**src/rtl/bram_arb_pkg.sv**
```systemverilog
// Shared types and helpers for the BRAM port arbiter.
//   arb_state_t : arbiter FSM states (free round-robin / locked to one owner)
//   rd_tag_t    : read-return tag carried alongside the BRAM read latency
//   rr_wrap     : next round-robin start index after a grant
//   oh_to_idx   : one-hot to binary index (up to 16 requesters)
package bram_arb_pkg;

    // Tag index width; bounds the supported requester count to 16.
    localparam int TAG_IDX_W = 4;

    typedef enum logic [0:0] {
        ARB_IDLE   = 1'b0,
        ARB_LOCKED = 1'b1
    } arb_state_t;

    typedef struct packed {
        logic                 valid;
        logic [TAG_IDX_W-1:0] idx;
    } rd_tag_t;

    // Index following idx, wrapping modulo n.
    function automatic int unsigned rr_wrap(input int unsigned idx, input int unsigned n);
        return ((idx + 32'd1) >= n) ? 32'd0 : (idx + 32'd1);
    endfunction

    // Binary index of the set bit of a one-hot vector (0 when empty).
    function automatic logic [TAG_IDX_W-1:0] oh_to_idx(input logic [15:0] oh);
        logic [TAG_IDX_W-1:0] idx;
        idx = {TAG_IDX_W{1'b0}};
        for (int i = 0; i < 16; i++) begin
            idx = idx | (oh[i] ? TAG_IDX_W'(i) : {TAG_IDX_W{1'b0}});
        end
        return idx;
    endfunction

endpackage

```
**src/rtl/bram_port_arbiter_if.sv**
```systemverilog
// Requester-side bus of the BRAM port arbiter.
//   req/lock/we/addr/wdata : per-requester command, packed by requester index
//   gnt/rvalid             : one-hot accept / read-return strobes
//   rdata                  : shared read data, qualified by rvalid
// master modport: requester view; slave modport: arbiter view.
interface bram_port_arbiter_if #(
    parameter int NUM_REQ    = 3,
    parameter int ADDR_WIDTH = 14,
    parameter int DATA_WIDTH = 32
) ();
    logic [NUM_REQ-1:0]            req;
    logic [NUM_REQ-1:0]            lock;
    logic [NUM_REQ-1:0]            we;
    logic [NUM_REQ*ADDR_WIDTH-1:0] addr;
    logic [NUM_REQ*DATA_WIDTH-1:0] wdata;
    logic [NUM_REQ-1:0]            gnt;
    logic [NUM_REQ-1:0]            rvalid;
    logic [DATA_WIDTH-1:0]         rdata;

    modport master (
        output req, lock, we, addr, wdata,
        input  gnt, rvalid, rdata
    );

    modport slave (
        input  req, lock, we, addr, wdata,
        output gnt, rvalid, rdata
    );
endinterface

```
**src/rtl/bram_port_arbiter_rr_picker.sv**
```systemverilog
// Round-robin picker: rotates req so index rr sits at bit 0, keeps the
// lowest set bit, and rotates the result back.
//   req : request vector
//   rr  : search start index (must be < N)
//   gnt : one-hot winner, zero when no request
module rr_picker #(
    parameter int N     = 3,
    parameter int IDX_W = 2
) (
    input  logic [N-1:0]     req,
    input  logic [IDX_W-1:0] rr,
    output logic [N-1:0]     gnt
);
    logic [2*N-1:0] req_dbl_s;
    logic [N-1:0]   rot_s;
    logic [N-1:0]   rot_gnt_s;
    logic [2*N-1:0] gnt_dbl_s;
    logic           found_s;

    // Rotate right by rr: rot_s[j] is requester (j+rr) mod N.
    always_comb begin
        req_dbl_s = {req, req} >> rr;
        rot_s     = req_dbl_s[N-1:0];
    end

    // Keep only the first asserted bit of the rotated vector.
    always_comb begin
        rot_gnt_s = '0;
        found_s   = 1'b0;
        for (int j = 0; j < N; j++) begin
            rot_gnt_s[j] = rot_s[j] & ~found_s;
            found_s      = found_s | rot_s[j];
        end
    end

    // Rotate left by rr; the upper copy holds the unrotated winner.
    always_comb begin
        gnt_dbl_s = {rot_gnt_s, rot_gnt_s} << rr;
        gnt       = gnt_dbl_s[2*N-1:N];
    end
endmodule

```
**src/rtl/bram_port_arbiter.sv**
```systemverilog
// Single-port BRAM arbiter with round-robin selection, optional burst lock
// and tagged read return.
//   clk, rst        : clock, synchronous active-high reset
//   bus (slave)     : requester command/grant/read-return bus
//   bram_wr_en/addr/din, bram_dout : BRAM port
//   owner, locked   : current lock owner and lock state
//   lock_timeout    : one-cycle pulse in the cycle a lock is forcibly ended
// Optional macro BRAM_ARB_STATS_EN adds stat_grants / stat_stalls, one
// saturating 32-bit counter per requester each.
module bram_port_arbiter
    import bram_arb_pkg::*;
#(
    parameter int NUM_REQ    = 3,
    parameter int ADDR_WIDTH = 14,
    parameter int DATA_WIDTH = 32,
    parameter int RD_LATENCY = 1,
    parameter int MAX_LOCK   = 4096,
    localparam int IDX_W     = (NUM_REQ > 1) ? $clog2(NUM_REQ) : 1
) (
    input  logic                  clk,
    input  logic                  rst,
    bram_port_arbiter_if.slave    bus,
    output logic                  bram_wr_en,
    output logic [ADDR_WIDTH-1:0] bram_addr,
    output logic [DATA_WIDTH-1:0] bram_din,
    input  logic [DATA_WIDTH-1:0] bram_dout,
    output logic [IDX_W-1:0]      owner,
    output logic                  locked,
    output logic                  lock_timeout
`ifdef BRAM_ARB_STATS_EN
    ,
    output logic [NUM_REQ*32-1:0] stat_grants,
    output logic [NUM_REQ*32-1:0] stat_stalls
`endif
);
    localparam int CNT_W = (MAX_LOCK > 1) ? $clog2(MAX_LOCK) : 1;
    localparam logic [CNT_W-1:0] LOCK_LAST = CNT_W'(MAX_LOCK - 1);

    arb_state_t            state_r, state_next_s;
    logic [IDX_W-1:0]      owner_r, owner_next_s;
    logic [IDX_W-1:0]      rr_r, rr_next_s;
    logic [CNT_W-1:0]      cnt_r, cnt_next_s;
    logic [ADDR_WIDTH-1:0] addr_hold_r;
    logic [DATA_WIDTH-1:0] din_hold_r;
    rd_tag_t               tag_r [RD_LATENCY];

    logic [NUM_REQ-1:0]    pick_gnt_s;
    logic [IDX_W-1:0]      pick_idx_s;
    logic [NUM_REQ-1:0]    gnt_s;
    logic                  any_gnt_s;
    logic                  timeout_s;
    logic                  sel_we_s;
    logic [ADDR_WIDTH-1:0] sel_addr_s;
    logic [DATA_WIDTH-1:0] sel_din_s;
    rd_tag_t               tag_in_s;
    rd_tag_t               tag_out_s;

    rr_picker #(
        .N     (NUM_REQ),
        .IDX_W (IDX_W)
    ) u_rr_picker (
        .req (bus.req),
        .rr  (rr_r),
        .gnt (pick_gnt_s)
    );

    // Binary index of the round-robin winner.
    always_comb begin
        pick_idx_s = IDX_W'(oh_to_idx(16'(pick_gnt_s)));
    end

    // Arbitration FSM: grant selection, lock entry/exit and lock watchdog.
    always_comb begin
        state_next_s = state_r;
        owner_next_s = owner_r;
        rr_next_s    = rr_r;
        cnt_next_s   = cnt_r;
        gnt_s        = '0;
        timeout_s    = 1'b0;
        case (state_r)
            ARB_IDLE: begin
                gnt_s = pick_gnt_s;
                if (|pick_gnt_s) begin
                    rr_next_s = IDX_W'(rr_wrap(32'(pick_idx_s), 32'(NUM_REQ)));
                    if (|(pick_gnt_s & bus.lock)) begin
                        state_next_s = ARB_LOCKED;
                        owner_next_s = pick_idx_s;
                        cnt_next_s   = '0;
                    end else begin
                        state_next_s = ARB_IDLE;
                    end
                end else begin
                    rr_next_s = rr_r;
                end
            end
            ARB_LOCKED: begin
                // Only the owner may access; its grant completes even when
                // the lock ends in this cycle.
                gnt_s[owner_r] = bus.req[owner_r];
                cnt_next_s     = cnt_r + CNT_W'(1);
                if (cnt_r == LOCK_LAST) begin
                    timeout_s    = 1'b1;
                    state_next_s = ARB_IDLE;
                    rr_next_s    = IDX_W'(rr_wrap(32'(owner_r), 32'(NUM_REQ)));
                    cnt_next_s   = '0;
                end else if (!bus.lock[owner_r]) begin
                    state_next_s = ARB_IDLE;
                    cnt_next_s   = '0;
                end else begin
                    state_next_s = ARB_LOCKED;
                end
            end
            default: begin
                state_next_s = ARB_IDLE;
                cnt_next_s   = '0;
            end
        endcase
    end

    // AND-OR mux of the granted requester's command onto the BRAM port.
    always_comb begin
        sel_we_s   = 1'b0;
        sel_addr_s = '0;
        sel_din_s  = '0;
        for (int i = 0; i < NUM_REQ; i++) begin
            sel_we_s   = sel_we_s | (gnt_s[i] & bus.we[i]);
            sel_addr_s = sel_addr_s | ({ADDR_WIDTH{gnt_s[i]}} & bus.addr[i*ADDR_WIDTH +: ADDR_WIDTH]);
            sel_din_s  = sel_din_s | ({DATA_WIDTH{gnt_s[i]}} & bus.wdata[i*DATA_WIDTH +: DATA_WIDTH]);
        end
    end

    // BRAM drive: live command on a grant, otherwise hold the last address/data.
    always_comb begin
        any_gnt_s  = |gnt_s;
        bram_wr_en = any_gnt_s & sel_we_s;
        bram_addr  = any_gnt_s ? sel_addr_s : addr_hold_r;
        bram_din   = any_gnt_s ? sel_din_s : din_hold_r;
    end

    // Read tag for this cycle's access; writes carry no tag.
    always_comb begin
        tag_in_s.valid = any_gnt_s & ~sel_we_s;
        tag_in_s.idx   = oh_to_idx(16'(gnt_s));
        tag_out_s      = tag_r[RD_LATENCY-1];
    end

    // Read return: route the BRAM output to the tagged requester.
    always_comb begin
        bus.rvalid = '0;
        for (int i = 0; i < NUM_REQ; i++) begin
            bus.rvalid[i] = tag_out_s.valid & (tag_out_s.idx == TAG_IDX_W'(i));
        end
        bus.rdata = tag_out_s.valid ? bram_dout : '0;
    end

    // Status outputs.
    always_comb begin
        bus.gnt      = gnt_s;
        owner        = owner_r;
        locked       = (state_r == ARB_LOCKED);
        lock_timeout = timeout_s;
    end

    // Arbiter state, round-robin pointer, lock counter and BRAM hold registers.
    always_ff @(posedge clk) begin
        if (rst) begin
            state_r     <= ARB_IDLE;
            owner_r     <= '0;
            rr_r        <= '0;
            cnt_r       <= '0;
            addr_hold_r <= '0;
            din_hold_r  <= '0;
        end else begin
            state_r <= state_next_s;
            owner_r <= owner_next_s;
            rr_r    <= rr_next_s;
            cnt_r   <= cnt_next_s;
            if (any_gnt_s) begin
                addr_hold_r <= sel_addr_s;
                din_hold_r  <= sel_din_s;
            end else begin
                addr_hold_r <= addr_hold_r;
                din_hold_r  <= din_hold_r;
            end
        end
    end

    // Read-tag shift register matching the BRAM read latency.
    always_ff @(posedge clk) begin
        if (rst) begin
            for (int k = 0; k < RD_LATENCY; k++) begin
                tag_r[k] <= '0;
            end
        end else begin
            tag_r[0] <= tag_in_s;
            for (int k = 1; k < RD_LATENCY; k++) begin
                tag_r[k] <= tag_r[k-1];
            end
        end
    end

`ifdef BRAM_ARB_STATS_EN
    logic [31:0] grants_r [NUM_REQ];
    logic [31:0] stalls_r [NUM_REQ];

    // Saturating per-requester grant and stall counters.
    always_ff @(posedge clk) begin
        if (rst) begin
            for (int i = 0; i < NUM_REQ; i++) begin
                grants_r[i] <= 32'd0;
                stalls_r[i] <= 32'd0;
            end
        end else begin
            for (int i = 0; i < NUM_REQ; i++) begin
                grants_r[i] <= grants_r[i] + {31'd0, (gnt_s[i] & (grants_r[i] != 32'hFFFF_FFFF))};
                stalls_r[i] <= stalls_r[i] + {31'd0, (bus.req[i] & ~gnt_s[i] & (stalls_r[i] != 32'hFFFF_FFFF))};
            end
        end
    end

    // Pack the counters onto the statistics ports.
    always_comb begin
        stat_grants = '0;
        stat_stalls = '0;
        for (int i = 0; i < NUM_REQ; i++) begin
            stat_grants[i*32 +: 32] = grants_r[i];
            stat_stalls[i*32 +: 32] = stalls_r[i];
        end
    end
`endif

endmodule

```
**src/flat_wrapper.sv**
```systemverilog
// flat-port wrapper written by rule: the top's interface ports become plain ports
module bram_port_arbiter_flat import bram_arb_pkg::*;
#(
    parameter int NUM_REQ    = 3,
    parameter int ADDR_WIDTH = 14,
    parameter int DATA_WIDTH = 32,
    parameter int RD_LATENCY = 1,
    parameter int MAX_LOCK   = 4096,
    localparam int IDX_W     = (NUM_REQ > 1) ? $clog2(NUM_REQ) : 1
)
  (clk, rst, bram_wr_en, bram_addr, bram_din, bram_dout, owner, locked, lock_timeout, bus_req, bus_lock, bus_we, bus_addr, bus_wdata, bus_gnt, bus_rvalid, bus_rdata);
  bram_port_arbiter_if #(.NUM_REQ(NUM_REQ), .ADDR_WIDTH(ADDR_WIDTH), .DATA_WIDTH(DATA_WIDTH)) bus_i ();
  input  logic clk;
  input  logic rst;
  output logic bram_wr_en;
  output logic [ADDR_WIDTH-1:0] bram_addr;
  output logic [DATA_WIDTH-1:0] bram_din;
  input  logic [DATA_WIDTH-1:0] bram_dout;
  output logic [IDX_W-1:0] owner;
  output logic locked;
  output logic lock_timeout;
  input wire logic [$bits(bus_i.req)-1:0] bus_req;
  input wire logic [$bits(bus_i.lock)-1:0] bus_lock;
  input wire logic [$bits(bus_i.we)-1:0] bus_we;
  input wire logic [$bits(bus_i.addr)-1:0] bus_addr;
  input wire logic [$bits(bus_i.wdata)-1:0] bus_wdata;
  output wire logic [$bits(bus_i.gnt)-1:0] bus_gnt;
  output wire logic [$bits(bus_i.rvalid)-1:0] bus_rvalid;
  output wire logic [$bits(bus_i.rdata)-1:0] bus_rdata;
  assign bus_i.req = bus_req;
  assign bus_i.lock = bus_lock;
  assign bus_i.we = bus_we;
  assign bus_i.addr = bus_addr;
  assign bus_i.wdata = bus_wdata;
  assign bus_gnt = bus_i.gnt;
  assign bus_rvalid = bus_i.rvalid;
  assign bus_rdata = bus_i.rdata;
  bram_port_arbiter #(.NUM_REQ(NUM_REQ), .ADDR_WIDTH(ADDR_WIDTH), .DATA_WIDTH(DATA_WIDTH), .RD_LATENCY(RD_LATENCY), .MAX_LOCK(MAX_LOCK)) u_core (.clk(clk), .rst(rst), .bus(bus_i), .bram_wr_en(bram_wr_en), .bram_addr(bram_addr), .bram_din(bram_din), .bram_dout(bram_dout), .owner(owner), .locked(locked), .lock_timeout(lock_timeout));
endmodule
```
**config.mk**
```make
export PLATFORM = sky130hd
export DESIGN_NAME = bram_port_arbiter_flat
export DESIGN_NICKNAME = d
export VERILOG_FILES = /design/src/rtl/bram_arb_pkg.sv /design/src/rtl/bram_port_arbiter_if.sv /design/src/rtl/bram_port_arbiter_rr_picker.sv /design/src/rtl/bram_port_arbiter.sv /design/src/flat_wrapper.sv
export SDC_FILE = /design/constraint.sdc
export NUM_CORES = 1
export LEC_CHECK = 0
export ABC_AREA = 0
export CELL_PAD_IN_SITES_DETAIL_PLACEMENT = 1
export CELL_PAD_IN_SITES_GLOBAL_PLACEMENT = 2
export CORE_UTILIZATION = 20
export DETAILED_ROUTE_END_ITERATION = 7
export HOLD_SLACK_MARGIN = 0.05
export PLACE_DENSITY = 0.85
export SLEW_MARGIN = 10
export SYNTH_ARGS = -nofsm -noshare
export SYNTH_HDL_FRONTEND = slang
export SYNTH_SLANG_ARGS = --single-unit
```
**constraint.sdc**
```tcl
create_clock -name clk -period 4.6 [get_ports clk]
set_clock_uncertainty 0.15 [all_clocks]
set_input_delay 1.15 -clock clk [delete_from_list [all_inputs] [get_ports clk]]
set_output_delay 1.15 -clock clk [all_outputs]
set_load 0.005 [all_outputs]
```
==> results of run 1 <==
## per-layer routing
layer,vias to the layer above,track usage,wire length [µm]
met5,-,0,0
met4,0,0.0901,527
met3,25,0.0327,1210
met2,177,0.340,10100
met1,2557,0.201,8030
li1,2595,-,-
## metrics by stage
step           total power (µW)  hold WS, ns  setup TNS [ns]
2_1_floorplan              1180        0.307               0
3_3_place_gp               2000        0.316          -15.79
3_5_place_dp               2020        0.326          -17.06
4_1_cts                    2770        0.332       -0.000750
5_1_grt                    2910        0.352               0
6_report                   2750        0.327               0
## final cells by class
cell class,count,area [µm²]
antenna,2,5.00
clock buffer,14,254
clock inverter,2,60.1
fill,2305,11300
inverter,6,27.5
multi-input combinational,367,2530
sequential,66,1320
tap,265,332
timing repair buffer,399,3800
## worst max-delay path: cells and delay by family
kind	cells	cell delay, ns
buffers and inverters	7	1.13
AND/OR/NAND/NOR	1	0.15
AO/OA/AOI/OAI	2	0.77
## report_power, final
| group | switching [µW] | total [µW] | internal (µW) | leakage, µW |
|---|---|---|---|---|
| registers | 42.5 | 692 | 650 | 0.000545 |
| clock network | 257 | 748 | 491 | 0.000151 |
| logic | 549 | 1310 | 758 | 0.00263 |
## cell usage after synthesis, drive strengths merged, types with 2 or more instances
master	instances	area [µm²]
a21oi	49	245
o21ai	7	38.8
nand4	8	50.1
mux2	2	22.5
nand3	50	250
and3	6	37.5
nor3	3	15.0
a211oi	43	373
or3	4	25.0
dfxtp	66	1320
o41ai	2	36.3
nor3b	3	27.5
a221o	5	50.1
a21o	3	22.5
a22o	3	26.3
nor2b	6	37.5
nand2	13	48.8
a21boi	2	15.0
o31ai	2	15.0
and2	32	200
buf	28	181
a222oi	6	60.1
inv	6	22.5
nand2b	3	18.8
xnor2	2	17.5
clkbuf	17	63.8
a221oi	42	430
and3b	3	26.3
nor2	53	199
## kinds of logic (layout without fill, tap and decap cells)
kind of cell               after synthesis  after routing  share of synthesized area
AOI/OAI and AO/OA                      172            172                      0.346
xor gates and xnor gates                 2              2                    0.00436
adders and majority gates                1              1                    0.00311
buffers and inverters                   51            421                     0.0666
DFF                                     66             66                      0.329
muxes                                    3              3                    0.00809
other                                    0              2                          0
and+or+nand+nor                        189            189                      0.243
## what timing repair did
item / in CTS / in global routing
pin swaps: 19 / 5
resized for setup: 89 / 5
hold endpoints to repair: 0 / 0
setup buffers: 5 / 6
endpoints found under the setup margin: 47 / 14
gates cloned: 1 / 1
## path summary, 6_finish.rpt
kind	slack, ns	end	cells after the start	startpoint
worst max-delay path	0.08	bram_wr_en	10	bus_req[1]
worst min-delay path	0.33	u_core.din_hold_r[1]$_SDFF_PP0_	2	u_core.din_hold_r[1]$_SDFF_PP0_
worst max register to register	1.81	u_core.tag_r[0][4]$_SDFF_PP0_	7	u_core.locked$_SDFF_PP0_
worst min register to register	0.33	u_core.din_hold_r[1]$_SDFF_PP0_	2	u_core.din_hold_r[1]$_SDFF_PP0_
## sequential cells by signal, summed over array words and instances (netlist names)
register / cells
u_core.locked: 1
u_core.addr_hold_r: 14
u_core.tag_r: 3
u_core.owner: 2
u_core.cnt_r: 12
u_core.rr_r: 2
u_core.din_hold_r: 32
==> impl_metrics.yaml, run 1 <==
run_status:
  status: "finished clean"
timing:
  final_hold_viol_count: 0
  timing.final.crit_period_ns: 4.52
  tightest_slew_ns: 0.850
  drv_slew: 0
  grt_setup_unrepaired: "no"
  setup_violations: 0
  post-route-period-util: 0.983
  relSlewSlack: 0.432
  max_freq_mhz: 221
  timing.final.ws_setup_ns: 0.0776
drt:
  ant_nets: 0
  drtIter0Drc: 205
  drt_wl_total_um: 19900
  route.detailed.drc: 0
  drt-pass1-iter-count: 4
  viasPerCell: 4.78
  routedWlPerCell_um: 17.7
  via_count: 5354
cts:
  clock_sinks: 66
  cts_tree: "done"
  htree_levels: 3
  hold_buffers: 0
  path_clk_slew_ns: 0.06
  insertion_delay_ns: 0.33
  cts_root_buffer: "clkbuf_16"
  cts_made_buffers: 9
  clk_path_buf_depth: 2
setup_path:
  worst-endpoint-required_ns: 3.30
  arrival_ns: 3.22
  worstSetupStartpointType: "input pin"
  slowest_stage: "a222oi_1"
  crit_top_cell: "dlygate4sd2_1"
  worst-path-max-fanout: 7
  critPathMaxStageDelay_ns: 0.56
  worst_setup_path_end_kind: "output pin"
  crit_type: "input pin to output pin"
  path_cells: "dlygate4sd2_1, buf_6, nand3b_1, a2bb2oi_4, inv_4, buf_12, a222oi_1, buf_4, inv_1, dlygate4sd2_1"
global_routing:
  grt_max_degree: 57
  grt_overflow: 0
  grt_util_all_layers: 0.184
  grt_pass1_vias: 5368
  antenna_found_initial: 1
  grt_pass1_wl_um: 28700
place:
  io_buffers: 269
  dp.cells: 1092
  place.gp.congestion: 0.761
  dpl.hpwl_um: 15100
  placed_cell_area_um2: 7840
  dp_slack_ns: -0.530
synth:
  seq_area_frac_synth: 0.329
  synth_seq_cells: 66
  synth_edf_count: 0
  syn_area_um2: 4020
  synth.distinct_cells: 52
  synthCells: 484
  synthArstFlopShare: 0
  syn_nets: 666
  ys.flop_type: "dfxtp_1"
  syn_avg_cell_area_um2: 8.31
  synth_warnings: 0
floorplanning:
  coreArea_um2: 19600
  top_level_ports: 270
  die_area_um2: 20700
  die_w_um: 144
  start_util: 0.205
  dieHeight_um: 144
  core.rowCount: 51
power_and_ir_drop:
  powerDensity_nw_per_um2: 330
  power.leakage_uw: 0.00333
  ir_drop_v: 0.000164
cells_and_area:
  fin_util: 0.425
  mostFrequentLayoutCells: "clkdlybuf4s50_1 (222), buf_4 (113), dfxtp_1 (66)"
  syn_to_final_growth_pct: 107
  finalNonFillerCells: 1121
  drive_gt1_frac: 0.226
  postLayoutCellArea_um2: 8330
  nets: 1031
  final_common_cell: "clkdlybuf4s50_1"
job:
  drv_cap: 0
worst_hold_path:
  hold_class: "flip-flop to flip-flop"
Power figures use the tool's default switching activity.
==> run 2, diff against run 1 <==
- clock period: 4.6 -> 5.55 ns (I/O delays scaled with it)
==> run 2 against run 1 <==
Compared with the run above: hold slack better by 0.0084 ns; clock power down 28%; wire length down 9.0%; global-route usage down 1.5 points; cell area down 11%; setup slack better by 0.076 ns; via count down 7.5%; core utilization down 4.8 points; final cell count down 9.5%; sequential cell count unchanged; sequential power down 17%; sequential share of layout area up 2.0 points.
==> impl_metrics.yaml, run 2 (same netlist as run 1, synthesis figures left out) <==
floorplanning:
  dieHeight_um: 144
  start_util: 0.205
  core.rowCount: 51
  coreArea_um2: 19600
  die_w_um: 144
  die_area_um2: 20700
  top_level_ports: 270
cells_and_area:
  finalNonFillerCells: 1014
  mostFrequentLayoutCells: "clkdlybuf4s50_1 (265), dfxtp_1 (66), nor2_1 (52)"
  regArea_um2: 1320
  largest_register_ff_count: 32
  regMostFlops: "u_core.din_hold_r"
  n_fill_cell: 2306
  postLayoutCellArea_um2: 7390
  final_common_cell: "clkdlybuf4s50_1"
  fin_util: 0.377
  drive_gt1_frac: 0.0989
  reg_top3: "u_core.din_hold_r x32, u_core.addr_hold_r x14, u_core.cnt_r x12"
  multi_input_area_um2: 2470
  syn_to_final_growth_pct: 83.9
  nets: 926
drt:
  drt_wl_total_um: 18100
  route.detailed.drc: 0
  via_count: 4950
  drtIter0Drc: 169
  drt-pass1-iter-count: 5
  viasPerCell: 4.88
  routedWlPerCell_um: 17.8
  ant_nets: 0
global_routing:
  grt_max_degree: 59
  antenna_found_initial: 1
  grt_util_all_layers: 0.169
  grt_pass1_wl_um: 26600
  grt_pass1_vias: 4952
  grt_overflow: 0
setup_path:
  r2r_slack_ns: 2.88
  cp_top_family: "buffers and inverters"
  path_cells: "clkdlybuf4s50_1, buf_4, a211oi_1, o21ai_4, inv_2, buf_6, a221oi_1, buf_4, a21oi_1, clkdlybuf4s50_1"
  rr_startpoint: "u_core.locked$_SDFF_PP0_"
  arrival_ns: 3.86
  cp.depth: 10
  critPathMaxStageDelay_ns: 0.55
  crit_type: "input pin to output pin"
  worst-endpoint-required_ns: 4.01
  worst-path-max-fanout: 26
  slowest_stage: "clkdlybuf4s50_1"
  reg2reg_depth: 7
  reg2reg_to: "u_core.tag_r[0][4]$_SDFF_PP0_"
  worstSetupStartpointType: "input pin"
  crit_buf_inv: 6
  worst_setup_path_end_kind: "output pin"
cts:
  htree_levels: 3
  insertion_delay_ns: 0.33
  cts_root_buffer: "clkbuf_16"
  hold_buffers: 0
  cts_made_buffers: 9
  clk_path_buf_depth: 2
  path_clk_slew_ns: 0.05
  clock_sinks: 66
  cts_tree: "done"
timing:
  timing.final.ws_setup_ns: 0.154
  timing.final.crit_period_ns: 5.40
  drv_slew: 0
  grt_setup_unrepaired: "no"
  setup_violations: 0
  post-route-period-util: 0.972
  final_hold_viol_count: 0
  relSlewSlack: 0.361
  tightest_slew_ns: 0.954
  max_freq_mhz: 185
place:
  io_buffers: 269
  place.gp.congestion: 0.759
  placed_cell_area_um2: 7100
  dp.cells: 998
  dpl.hpwl_um: 13700
  dp_slack_ns: -0.0299
worst_hold_path:
  whs_endpoint: "u_core.din_hold_r[13]$_SDFF_PP0_"
  hold_path.startpoint: "u_core.din_hold_r[13]$_SDFF_PP0_"
  holdPathStages: 2
  hold_class: "flip-flop to flip-flop"
job:
  drv_cap: 0
power_and_ir_drop:
  power.leakage_uw: 0.00270
  powerDensity_nw_per_um2: 275
  ir_drop_v: 0.000160
run_status:
  status: "finished clean"
-- run 2: area by class of cell --
| type | count | area share |
|---|---|---|
| clock inverters | 2 | 0.00169 |
| clock buffers | 13 | 0.0352 |
| repair buffers | 294 | 0.402 |
| diodes | 1 | 0.000339 |
| well taps | 265 | 0.0449 |
| flip-flops and latches | 66 | 0.179 |
| inverters | 6 | 0.00305 |
| multi-input cells | 367 | 0.334 |
-- run 2: worst reg2reg max path, stage by stage, from the launching register on --
cell	delay, ns
dfxtp_1	0.70
mux2_2	0.43
o21ai_4	0.24
inv_2	0.09
buf_6	0.19
a222oi_1	0.47
buf_4	0.20
nor3b_2	0.13
-- run 2: where the power goes --
part / internal (µW) / switching (µW) / leakage [µW]
Clock: 324 / 213 / 0.000132
Combinational: 524 / 402 / 0.00202
Sequential: 538 / 33.7 / 0.000545
-- run 2: what timing repair did --
item | 4_1_cts | 5_1_grt
endpoints found under the setup margin | 3 | 25
setup buffers | 0 | 0
gates resized for setup | 2 | 4
pin swaps | 2 | 1
-- run 2: stage by stage --
step	setup TNS, ns	total power [µW]	hold WS (ns)
5_1_grt	0	2160	0.361
3_3_place_gp	-0.0410	1510	0.322
2_1_floorplan	0	974	0.307
4_1_cts	0	2070	0.337
3_5_place_dp	-0.0463	1520	0.328
6_report	0	2030	0.335
-- run 2: worst max-delay path by stage --
stage,endpoint,startpoint,slack (ns)
floorplan,bram_din[19],bus_req[1],1.28
finish,bram_addr[9],bus_req[1],0.15
global route,bram_addr[9],bus_req[1],0.0005
detailed placement,bram_din[7],bus_req[2],-0.03
global placement,bram_din[7],bus_req[2],-0.03
CTS,bram_wr_en,bus_req[2],0.004
-- run 2: per-layer routing --
layer  global-route usage  wire length, µm
met4               0.0801              585
met5                    0                0
met2                0.300             9100
met3               0.0463             1350
met1                0.185             7050
